### config.mk
export PLATFORM = sky130hd
export DESIGN_NAME = arcade_input_ctrl_flat
export DESIGN_NICKNAME = d
export VERILOG_FILES = /design/src/rtl/arcade_input_ctrl_pkg.sv /design/src/rtl/arcade_input_ctrl_if.sv /design/src/rtl/arcade_input_ctrl_coin_pulser.sv /design/src/rtl/arcade_input_ctrl.sv /design/src/flat_wrapper.sv
export SDC_FILE = /design/constraint.sdc
export NUM_CORES = 1
export LEC_CHECK = 0
export BUFFER_PORTS_ARGS = -buffer_cell sky130_fd_sc_hd__buf_2
export CORE_MARGIN = 1
export CORE_UTILIZATION = 50
export DETAILED_ROUTE_END_ITERATION = 8
export PLACE_DENSITY = 0.8
export SLEW_MARGIN = 20
export SYNTH_ARGS = -nofsm -noshare
export SYNTH_HDL_FRONTEND = slang
export SYNTH_HIERARCHICAL = 1
export SYNTH_SLANG_ARGS = --single-unit
### constraint.sdc
create_clock -name clk_sys -period 5.5 [get_ports clk_sys]
set_clock_uncertainty 0.05 [all_clocks]
set_input_delay 1.65 -clock clk_sys [delete_from_list [all_inputs] [get_ports clk_sys]]
set_output_delay 1.65 -clock clk_sys [all_outputs]
set_load 0.005 [all_outputs]
### src/rtl/arcade_input_ctrl_pkg.sv
// Shared constants, key-state bundle and coin FSM states for arcade_input_ctrl.
// Optional coin request queue: define COIN_QUEUE_EN.
package arcade_input_pkg;

   localparam logic [7:0] SC_UP      = 8'h75;
   localparam logic [7:0] SC_DOWN    = 8'h72;
   localparam logic [7:0] SC_LEFT    = 8'h6B;
   localparam logic [7:0] SC_RIGHT   = 8'h74;
   localparam logic [7:0] SC_FIRE    = 8'h29;
   localparam logic [7:0] SC_BOMB    = 8'h14;
   localparam logic [7:0] SC_START1  = 8'h16;
   localparam logic [7:0] SC_START2  = 8'h1E;
   localparam logic [7:0] SC_COIN_A  = 8'h2E;
   localparam logic [7:0] SC_COIN_B  = 8'h36;
   localparam logic [7:0] SC_S1COIN  = 8'h05;
   localparam logic [7:0] SC_S2COIN  = 8'h06;
   localparam logic [7:0] SC_SERVICE = 8'h1B;
   localparam logic [7:0] SC_PAUSE   = 8'h4D;

   localparam int JB_RIGHT  = 0;
   localparam int JB_LEFT   = 1;
   localparam int JB_DOWN   = 2;
   localparam int JB_UP     = 3;
   localparam int JB_FIRE   = 4;
   localparam int JB_BOMB   = 5;
   localparam int JB_S1COIN = 6;
   localparam int JB_S2COIN = 7;
   localparam int JB_COIN   = 8;
   localparam int JB_PAUSE  = 9;

   typedef enum logic [1:0] {
      IDLE,
      PULSE,
      GAP
   } coin_state_e;

   typedef struct packed {
      logic up;
      logic down;
      logic left;
      logic right;
      logic fire;
      logic bomb;
      logic start1;
      logic start2;
      logic coin;
      logic s1coin;
      logic s2coin;
      logic service;
      logic pause;
   } keys_t;

   // Directional keys and bomb ignore the extended prefix; all others need ext=0.
   function automatic keys_t key_decode(
      input keys_t      cur,
      input logic       ext,
      input logic [7:0] code,
      input logic       pr
   );
      keys_t k;
      k = cur;
      unique case (1'b1)
         (code == SC_UP):                          k.up      = pr;
         (code == SC_DOWN):                        k.down    = pr;
         (code == SC_LEFT):                        k.left    = pr;
         (code == SC_RIGHT):                       k.right   = pr;
         (code == SC_BOMB):                        k.bomb    = pr;
         (!ext && code == SC_FIRE):                k.fire    = pr;
         (!ext && code == SC_START1):              k.start1  = pr;
         (!ext && code == SC_START2):              k.start2  = pr;
         (!ext && (code == SC_COIN_A ||
                   code == SC_COIN_B)):            k.coin    = pr;
         (!ext && code == SC_S1COIN):              k.s1coin  = pr;
         (!ext && code == SC_S2COIN):              k.s2coin  = pr;
         (!ext && code == SC_SERVICE):             k.service = pr;
         (!ext && code == SC_PAUSE):               k.pause   = pr;
         default:                                  k = cur;
      endcase
      return k;
   endfunction

endpackage

### src/rtl/arcade_input_ctrl_if.sv
// Control-input bundle between hps_io side (master) and arcade_input_ctrl (slave).
interface arcade_input_ctrl_if;
   logic [10:0] ps2_key;
   logic [15:0] joystick_0;
   logic [15:0] joystick_1;
   logic        rotate;
   logic        pause_clr;
   logic [3:0]  joystick;
   logic [3:0]  controls;
   logic        coin;
   logic        service;
   logic        pause;

   modport master (
      output ps2_key, joystick_0, joystick_1, rotate, pause_clr,
      input  joystick, controls, coin, service, pause
   );

   modport slave (
      input  ps2_key, joystick_0, joystick_1, rotate, pause_clr,
      output joystick, controls, coin, service, pause
   );
endinterface

### src/rtl/arcade_input_ctrl_coin_pulser.sv
// Coin request -> fixed-width, gap-separated coin pulse FSM.
// Define COIN_QUEUE_EN to queue up to 3 requests arriving during PULSE/GAP.
module coin_pulser
   import arcade_input_pkg::*;
#(
   parameter int COIN_PULSE_CYC = 1800000,
   parameter int COIN_GAP_CYC   = 1800000,
   parameter int CNT_W          = 21
) (
   input  logic clk_sys,
   input  logic reset_n,
   input  logic req,
   output logic coin
);

   localparam logic [CNT_W-1:0] PULSE_LD = CNT_W'(COIN_PULSE_CYC - 1);
   localparam logic [CNT_W-1:0] GAP_LD   = CNT_W'(COIN_GAP_CYC - 1);

   coin_state_e      state_q, state_d;
   logic [CNT_W-1:0] cnt_q, cnt_d;
   logic             coin_q, coin_d;
   logic [1:0]       pending;
   logic             pend_inc, pend_dec;

   always_comb begin
      state_d  = state_q;
      cnt_d    = cnt_q;
      coin_d   = coin_q;
      pend_inc = 1'b0;
      pend_dec = 1'b0;
      unique case (state_q)
         IDLE: begin
            if (req || pending != 2'd0) begin
               cnt_d    = PULSE_LD;
               coin_d   = 1'b1;
               state_d  = PULSE;
               pend_dec = !req;
            end
         end
         PULSE: begin
            pend_inc = req;
            if (cnt_q == '0) begin
               coin_d  = 1'b0;
               cnt_d   = GAP_LD;
               state_d = GAP;
            end else begin
               cnt_d = cnt_q - 1'b1;
            end
         end
         GAP: begin
            pend_inc = req;
            if (cnt_q == '0) begin
               state_d = IDLE;
            end else begin
               cnt_d = cnt_q - 1'b1;
            end
         end
         default: begin
            state_d = IDLE;
            coin_d  = 1'b0;
         end
      endcase
   end

   always_ff @(posedge clk_sys or negedge reset_n) begin
      if (!reset_n) begin
         state_q <= IDLE;
         cnt_q   <= '0;
         coin_q  <= 1'b0;
      end else begin
         state_q <= state_d;
         cnt_q   <= cnt_d;
         coin_q  <= coin_d;
      end
   end

`ifdef COIN_QUEUE_EN
   logic [1:0] pend_q, pend_d;

   always_comb begin
      pend_d = pend_q;
      if (pend_inc && pend_q != 2'd3) begin
         pend_d = pend_q + 2'd1;
      end else if (pend_dec) begin
         pend_d = pend_q - 2'd1;
      end
   end

   always_ff @(posedge clk_sys or negedge reset_n) begin
      if (!reset_n) begin
         pend_q <= 2'd0;
      end else begin
         pend_q <= pend_d;
      end
   end

   assign pending = pend_q;
`else
   logic unused_pend;
   assign unused_pend = pend_inc ^ pend_dec;
   assign pending     = 2'd0;
`endif

   assign coin = coin_q;

endmodule

### src/rtl/arcade_input_ctrl.sv
// Keyboard/joystick merge, orientation remap, pause toggle and coin conditioning.
// Define COIN_QUEUE_EN to queue coin requests arriving during a pulse.
module arcade_input_ctrl
   import arcade_input_pkg::*;
#(
   parameter int COIN_PULSE_CYC = 1800000,
   parameter int COIN_GAP_CYC   = 1800000,
   parameter int CNT_W          = 21
) (
   input  logic               clk_sys,
   input  logic               reset_n,
   arcade_input_ctrl_if.slave bus
);

   keys_t      key_q, key_d;
   logic       old_tog_q, armed_q, key_ev;
   logic [9:0] joy;
   logic       up_r, down_r, left_r, right_r;
   logic [3:0] joy_q, joy_d;
   logic [3:0] ctl_q, ctl_d;
   logic       service_q;
   logic       pause_q, pause_d, pause_lvl, pause_lvl_q;
   logic       coin_lvl, coin_lvl_q, coin_req;
   logic       unused_joy;

   assign unused_joy = ^{bus.joystick_0[15:10], bus.joystick_1[15:10]};

   always_comb begin
      key_ev = armed_q && (old_tog_q != bus.ps2_key[10]);
      key_d  = key_q;
      if (key_ev) begin
         key_d = key_decode(key_q, bus.ps2_key[8],
                            bus.ps2_key[7:0], bus.ps2_key[9]);
      end

      joy     = bus.joystick_0[9:0] | bus.joystick_1[9:0];
      up_r    = key_q.up    | joy[JB_UP];
      down_r  = key_q.down  | joy[JB_DOWN];
      left_r  = key_q.left  | joy[JB_LEFT];
      right_r = key_q.right | joy[JB_RIGHT];

      // Rotated cabinet: up<-left, right<-up, down<-right, left<-down.
      joy_d = bus.rotate ? {left_r, up_r, right_r, down_r}
                         : {up_r, right_r, down_r, left_r};

      ctl_d = {key_q.start1 | key_q.s1coin | joy[JB_S1COIN],
               key_q.start2 | key_q.s2coin | joy[JB_S2COIN],
               key_q.fire   | joy[JB_FIRE],
               key_q.bomb   | joy[JB_BOMB]};

      pause_lvl = key_q.pause | joy[JB_PAUSE];
      pause_d   = pause_q;
      if (bus.pause_clr) begin
         pause_d = 1'b0;
      end else if (pause_lvl && !pause_lvl_q) begin
         pause_d = !pause_q;
      end

      coin_lvl = key_q.coin | key_q.s1coin | key_q.s2coin |
                 joy[JB_COIN] | joy[JB_S1COIN] | joy[JB_S2COIN];
      coin_req = coin_lvl && !coin_lvl_q;
   end

   // armed_q holds off edge detection until old_tog_q has sampled the bus.
   always_ff @(posedge clk_sys or negedge reset_n) begin
      if (!reset_n) begin
         key_q       <= '0;
         old_tog_q   <= 1'b0;
         armed_q     <= 1'b0;
         joy_q       <= '0;
         ctl_q       <= '0;
         service_q   <= 1'b0;
         pause_q     <= 1'b0;
         pause_lvl_q <= 1'b0;
         coin_lvl_q  <= 1'b0;
      end else begin
         key_q       <= key_d;
         old_tog_q   <= bus.ps2_key[10];
         armed_q     <= 1'b1;
         joy_q       <= joy_d;
         ctl_q       <= ctl_d;
         service_q   <= key_q.service;
         pause_q     <= pause_d;
         pause_lvl_q <= pause_lvl;
         coin_lvl_q  <= coin_lvl;
      end
   end

   coin_pulser #(
      .COIN_PULSE_CYC (COIN_PULSE_CYC),
      .COIN_GAP_CYC   (COIN_GAP_CYC),
      .CNT_W          (CNT_W)
   ) u_coin (
      .clk_sys (clk_sys),
      .reset_n (reset_n),
      .req     (coin_req),
      .coin    (bus.coin)
   );

   assign bus.joystick = joy_q;
   assign bus.controls = ctl_q;
   assign bus.service  = service_q;
   assign bus.pause    = pause_q;

endmodule

### src/flat_wrapper.sv
// flat-port wrapper written by rule: the top's interface ports become plain ports
module arcade_input_ctrl_flat import arcade_input_pkg::*;
#(
   parameter int COIN_PULSE_CYC = 1800000,
   parameter int COIN_GAP_CYC   = 1800000,
   parameter int CNT_W          = 21
)
  (clk_sys, reset_n, bus_ps2_key, bus_joystick_0, bus_joystick_1, bus_rotate, bus_pause_clr, bus_joystick, bus_controls, bus_coin, bus_service, bus_pause);
  arcade_input_ctrl_if bus_i ();
  input  logic clk_sys;
  input  logic reset_n;
  input wire logic [$bits(bus_i.ps2_key)-1:0] bus_ps2_key;
  input wire logic [$bits(bus_i.joystick_0)-1:0] bus_joystick_0;
  input wire logic [$bits(bus_i.joystick_1)-1:0] bus_joystick_1;
  input wire logic [$bits(bus_i.rotate)-1:0] bus_rotate;
  input wire logic [$bits(bus_i.pause_clr)-1:0] bus_pause_clr;
  output wire logic [$bits(bus_i.joystick)-1:0] bus_joystick;
  output wire logic [$bits(bus_i.controls)-1:0] bus_controls;
  output wire logic [$bits(bus_i.coin)-1:0] bus_coin;
  output wire logic [$bits(bus_i.service)-1:0] bus_service;
  output wire logic [$bits(bus_i.pause)-1:0] bus_pause;
  assign bus_i.ps2_key = bus_ps2_key;
  assign bus_i.joystick_0 = bus_joystick_0;
  assign bus_i.joystick_1 = bus_joystick_1;
  assign bus_i.rotate = bus_rotate;
  assign bus_i.pause_clr = bus_pause_clr;
  assign bus_joystick = bus_i.joystick;
  assign bus_controls = bus_i.controls;
  assign bus_coin = bus_i.coin;
  assign bus_service = bus_i.service;
  assign bus_pause = bus_i.pause;
  arcade_input_ctrl #(.COIN_PULSE_CYC(COIN_PULSE_CYC), .COIN_GAP_CYC(COIN_GAP_CYC), .CNT_W(CNT_W)) u_core (.clk_sys(clk_sys), .reset_n(reset_n), .bus(bus_i));
endmodule
==> results by group <==
Global route
  – Overflow after GRT: 0
  – Initial antenna violation count: 0
  – Largest net degree at the start of global routing: 52
  – Vias in the first global route: 2,240
  – GRT Total Usage: 21.7%
  – First-pass GRT wire length: 10,400 um

Floorplanning
  – Top Ports: 58
  – Die ar.: 5860 um2
  – Rows: 26
  – Die H: 76.6 um
  – Starting Density: 53.1%
  – Core ar.: 5240 um2
  – Die width: 76.6 um

Power
  – Reg power frac: 55.0%
  – NetSw: 0.158 mW
  – Peak supply drop: 0.110 mV
  – Power Density: 222 nW/um2
  – Int Pwr: 0.542 mW
  – Clk pwr share: 37.6%
  – Sw Ratio: 22.5%
  – Logic gate share of total power: 7.4%
  – Leak Pwr: 1.37 nW

STA
  – Fmax: 0.309 GHz
  – Worst hold margin: 0.346 ns
  – Final Cycle Share: 58.8%
  – Max_slew headroom: 40.6%
  – # setup viols final: 0
  – Final Hold Viols: 0
  – Setup TNS: 0 ns
  – RSZ-0062 raised after global routing: false
  – Final setup margin: 2.26 ns
  – Slew Viols, Final: 0
  – Final Critical Period: 3.24 ns
  – Worst slew pin tran: 0.882 ns

Setup path
  – Worst reg2reg endpoint: u_core/u_coin/cnt_q[18]$_DFFE_PN0P_
  – Worst setup endpoint: u_core/u_coin/cnt_q[17]$_DFFE_PN0P_
  – Critical path class: primary input to flop
  – Crit end category: flop
  – Critical Path AT: 3.43 ns
  – Reg2Reg Depth: 7
  – Worst EP required: 5.69 ns
  – CP Launch Type: primary input
  – CP Max Fanout: 19
  – R2r setup slk: 3.04 ns
  – Crit. Startpoint: bus_joystick_1[7]
  – Crit Reg-Reg Startpoint: u_core/u_coin/cnt_q[0]$_DFFE_PN0P_

Logic synthesis
  – Synth Area in Simple Gates: 23.4%
  – Largest family of logic cells by synthesized area: simple AND/OR/NAND/NOR gates
  – Largest cells by area after synthesis: dfrtp_1 (46%), mux2_2 (4.9%), a21oi_1 (4.1%), nor3_1 (2.9%), ha_1 (2.3%)
  – Ys Warns: 6
  – Synth Area in XOR/XNOR: 1.22%
  – Avg Cell Area, Syn: 10.1 um2
  – Post-synth ARST share: 100%
  – Adder-Cell Fraction of Synth Area: 2.25%
  – Syn nets: 326
  – Post-Synthesis Cells: 274
  – Mux contribution to synthesized area: 6.71%
  – Synth Area in Compound Gates: 16.2%
  – Seq/Total Area, Yosys: 45.9%
  – EDFF count, synth: 0
  – Seq cells post-synth: 51
  – Primary FF master, synth: dfrtp_1
  – Post-Syn Area: 2780 um2
  – Area leader, netlist: dfrtp_1
  – Post-synth top area share: 45.9%
  – Netlist cell types: 57

Finish
  – Layout cell share with drive strength beyond 1: 25.6%
  – Fillers: 437
  – Area Overhead vs Synth: 13.4%
  – # nets final: 368
  – Ant. Diodes: 0

Clock network
  – CTS tree: yes
  – # resized after CTS: 0
  – Clock Pin Slew Worst Setup and Hold Paths: 0.09 ns
  – Clk sinks: 51
  – # hold bufs at CTS: 0
  – Clock Latency Late Sink: 0.30 ns
  – Root buffer cell: clkbuf_8
  – Clk buf depth: 2
  – Num CTS Buffers: 5
  – Htree depth: 2
  – Setup bufs post-CTS: 0

Detailed routing
  – DRT iter0 DRCs: 186
  – Via count: 2,261
  – Detailed-route DRC error count: 0
  – Routed WL per cell: 15.2 um
  – Vias per cell: 5.84
  – Detail Route Antenna Nets: 0
  – Routed wire length: 5890 um
  – Drt first pass iters: 4

Hold path
  – Worst min-delay path category: flop to flop
  – Worst Hold Launch: u_core/key_q[1]$_DFFE_PN0P_

Run status
  – Status: finished clean

Place
  – Placer Congestion: 0.905
  – Pre-CTS WS: 1.95 ns
  – Post-DP HPWL: 4160 um
  – Port Buffers: 45

Flow run
  – Max-Cap Viols: 0
==> cells in the final DEF, fill, tap and decap left out, drive strengths merged, types with 2 or more instances in the layout <==
cell | Yosys | final
mux2 | 13 | 13
or2 | 2 | 2
o22a | 7 | 7
nor3b | 3 | 3
o22ai | 3 | 3
nand4b | 3 | 3
mux2i | 4 | 4
or4b | 2 | 2
o21ai | 9 | 9
xnor2 | 2 | 2
nor2 | 13 | 13
a31o | 4 | 4
nor4 | 9 | 9
o21a | 3 | 3
inv | 13 | 14
ha | 5 | 5
a31oi | 10 | 10
nand4bb | 2 | 2
o211ai | 4 | 4
nor4b | 5 | 5
nand4 | 6 | 6
or4 | 5 | 5
clkbuf | 5 | 6
nand3b | 4 | 4
nand2b | 5 | 5
nand3 | 4 | 4
nor3 | 16 | 16
dfrtp | 51 | 51
a21oi | 23 | 23
o211a | 2 | 2
nand2 | 12 | 12
buf | 7 | 47
or3 | 7 | 7
==> flip-flops by register name, summed over array words and instances (netlist names) <==
signal and flops:
u_core/bus.pause 1, u_core/old_tog_q 1, u_core/pause_lvl_q 1, u_core/u_coin/coin 1, u_core/coin_lvl_q 1, u_core/u_coin/cnt_q 21, u_core/bus.controls 4, u_core/bus.joystick 4
u_core/armed_q 1, u_core/bus.service 1, u_core/u_coin/state_q 2, u_core/key_q 13
==> metal layers <==
metal | wire, um | track usage, % | vias to the layer above
met2 | 2770 | 34.2 | 61
li1 | - | - | 1119
met1 | 2810 | 30.5 | 1073
met3 | 236 | 2.75 | 8
met4 | 74 | 8.46 | 0
met5 | 0 | 0 | -
==> cells in the mapped netlist, drive strengths merged, types with 2 or more instances <==
cell	number
nand2b	5
o22ai	3
dfrtp	51
nand4	6
nand3b	4
mux2	13
ha	5
xnor2	2
o21a	3
o211a	2
inv	13
nand4bb	2
nand4b	3
buf	7
nand3	4
nor4	9
nor3b	3
o22a	7
a31o	4
clkbuf	5
or2	2
nor2	13
or3	7
a31oi	10
nor4b	5
o211ai	4
a21oi	23
o21ai	9
nor3	16
or4b	2
mux2i	4
nand2	12
or4	5
==> how the worst min path moves through the flow <==
stage | endpoint | slack, ns | cells after the start
6_report | u_core/bus.service$_DFF_PN0_ | 0.35 | 0
5_1_grt | u_core/bus.service$_DFF_PN0_ | 0.37 | 0
4_1_cts | u_core/bus.service$_DFF_PN0_ | 0.35 | 0
3_5_place_dp | u_core/bus.service$_DFF_PN0_ | 0.33 | 0
3_3_place_gp | u_core/bus.service$_DFF_PN0_ | 0.31 | 0
2_1_floorplan | u_core/bus.service$_DFF_PN0_ | 0.30 | 0
==> cell families (layout without fill, tap and decap cells) <==
| group | Yosys count | count (layout) |
|---|---|---|
| flip-flops | 51 | 51 |
| AND/OR/NAND/NOR | 103 | 103 |
| multiplexers | 17 | 17 |
| adder cells (fa/ha/maj) | 5 | 5 |
| AO/OA/AOI/OAI | 69 | 69 |
| buffers and inverters | 25 | 68 |
| other | 1 | 1 |
| XOR/XNOR | 3 | 3 |
==> per-stage QoR <==
step / util [%] / cells / area, um2 / total power [mW]
floorplan: - / 274 / 2780 / 0.415
finish: 60.2 / 387 / 3150 / 0.700
CTS: 60.2 / 387 / 3150 / 0.709
global placement: 58.1 / 379 / 3040 / 0.443
global route: 60.2 / 387 / 3150 / 0.732
detailed placement: 58.1 / 379 / 3040 / 0.445
==> cell type report <==
class	count	area (um2)	share of cell area [%]
timing repair buffer	47	240	7.62
inverter	13	48.8	1.55
multi-input combinational	198	1390	44.0
clock buffer	6	72.6	2.30
tap	70	87.6	2.78
sequential	51	1280	40.5
clock inverter	2	38.8	1.23
==> worst max-delay path, cell delays in order <==
cell,delay [ns]
buf_2,0.09
nor3_1,0.31
a31oi_1,0.22
nand2b_1,0.25
o211ai_1,0.16
a31o_2,0.41
o21a_1,0.19
o211a_1,0.13
==> power by group through the flow <==
stage	Combinational, mW	Clock [mW]	Sequential, mW
final	0.0518	0.263	0.385
after global routing	0.0583	0.288	0.386
after CTS	0.0525	0.271	0.386
after detailed placement	0.0521	0	0.393
after global placement	0.0508	0	0.392
after floorplan	0.0215	0	0.393
No activity file was read; power rests on OpenSTA's default activity.
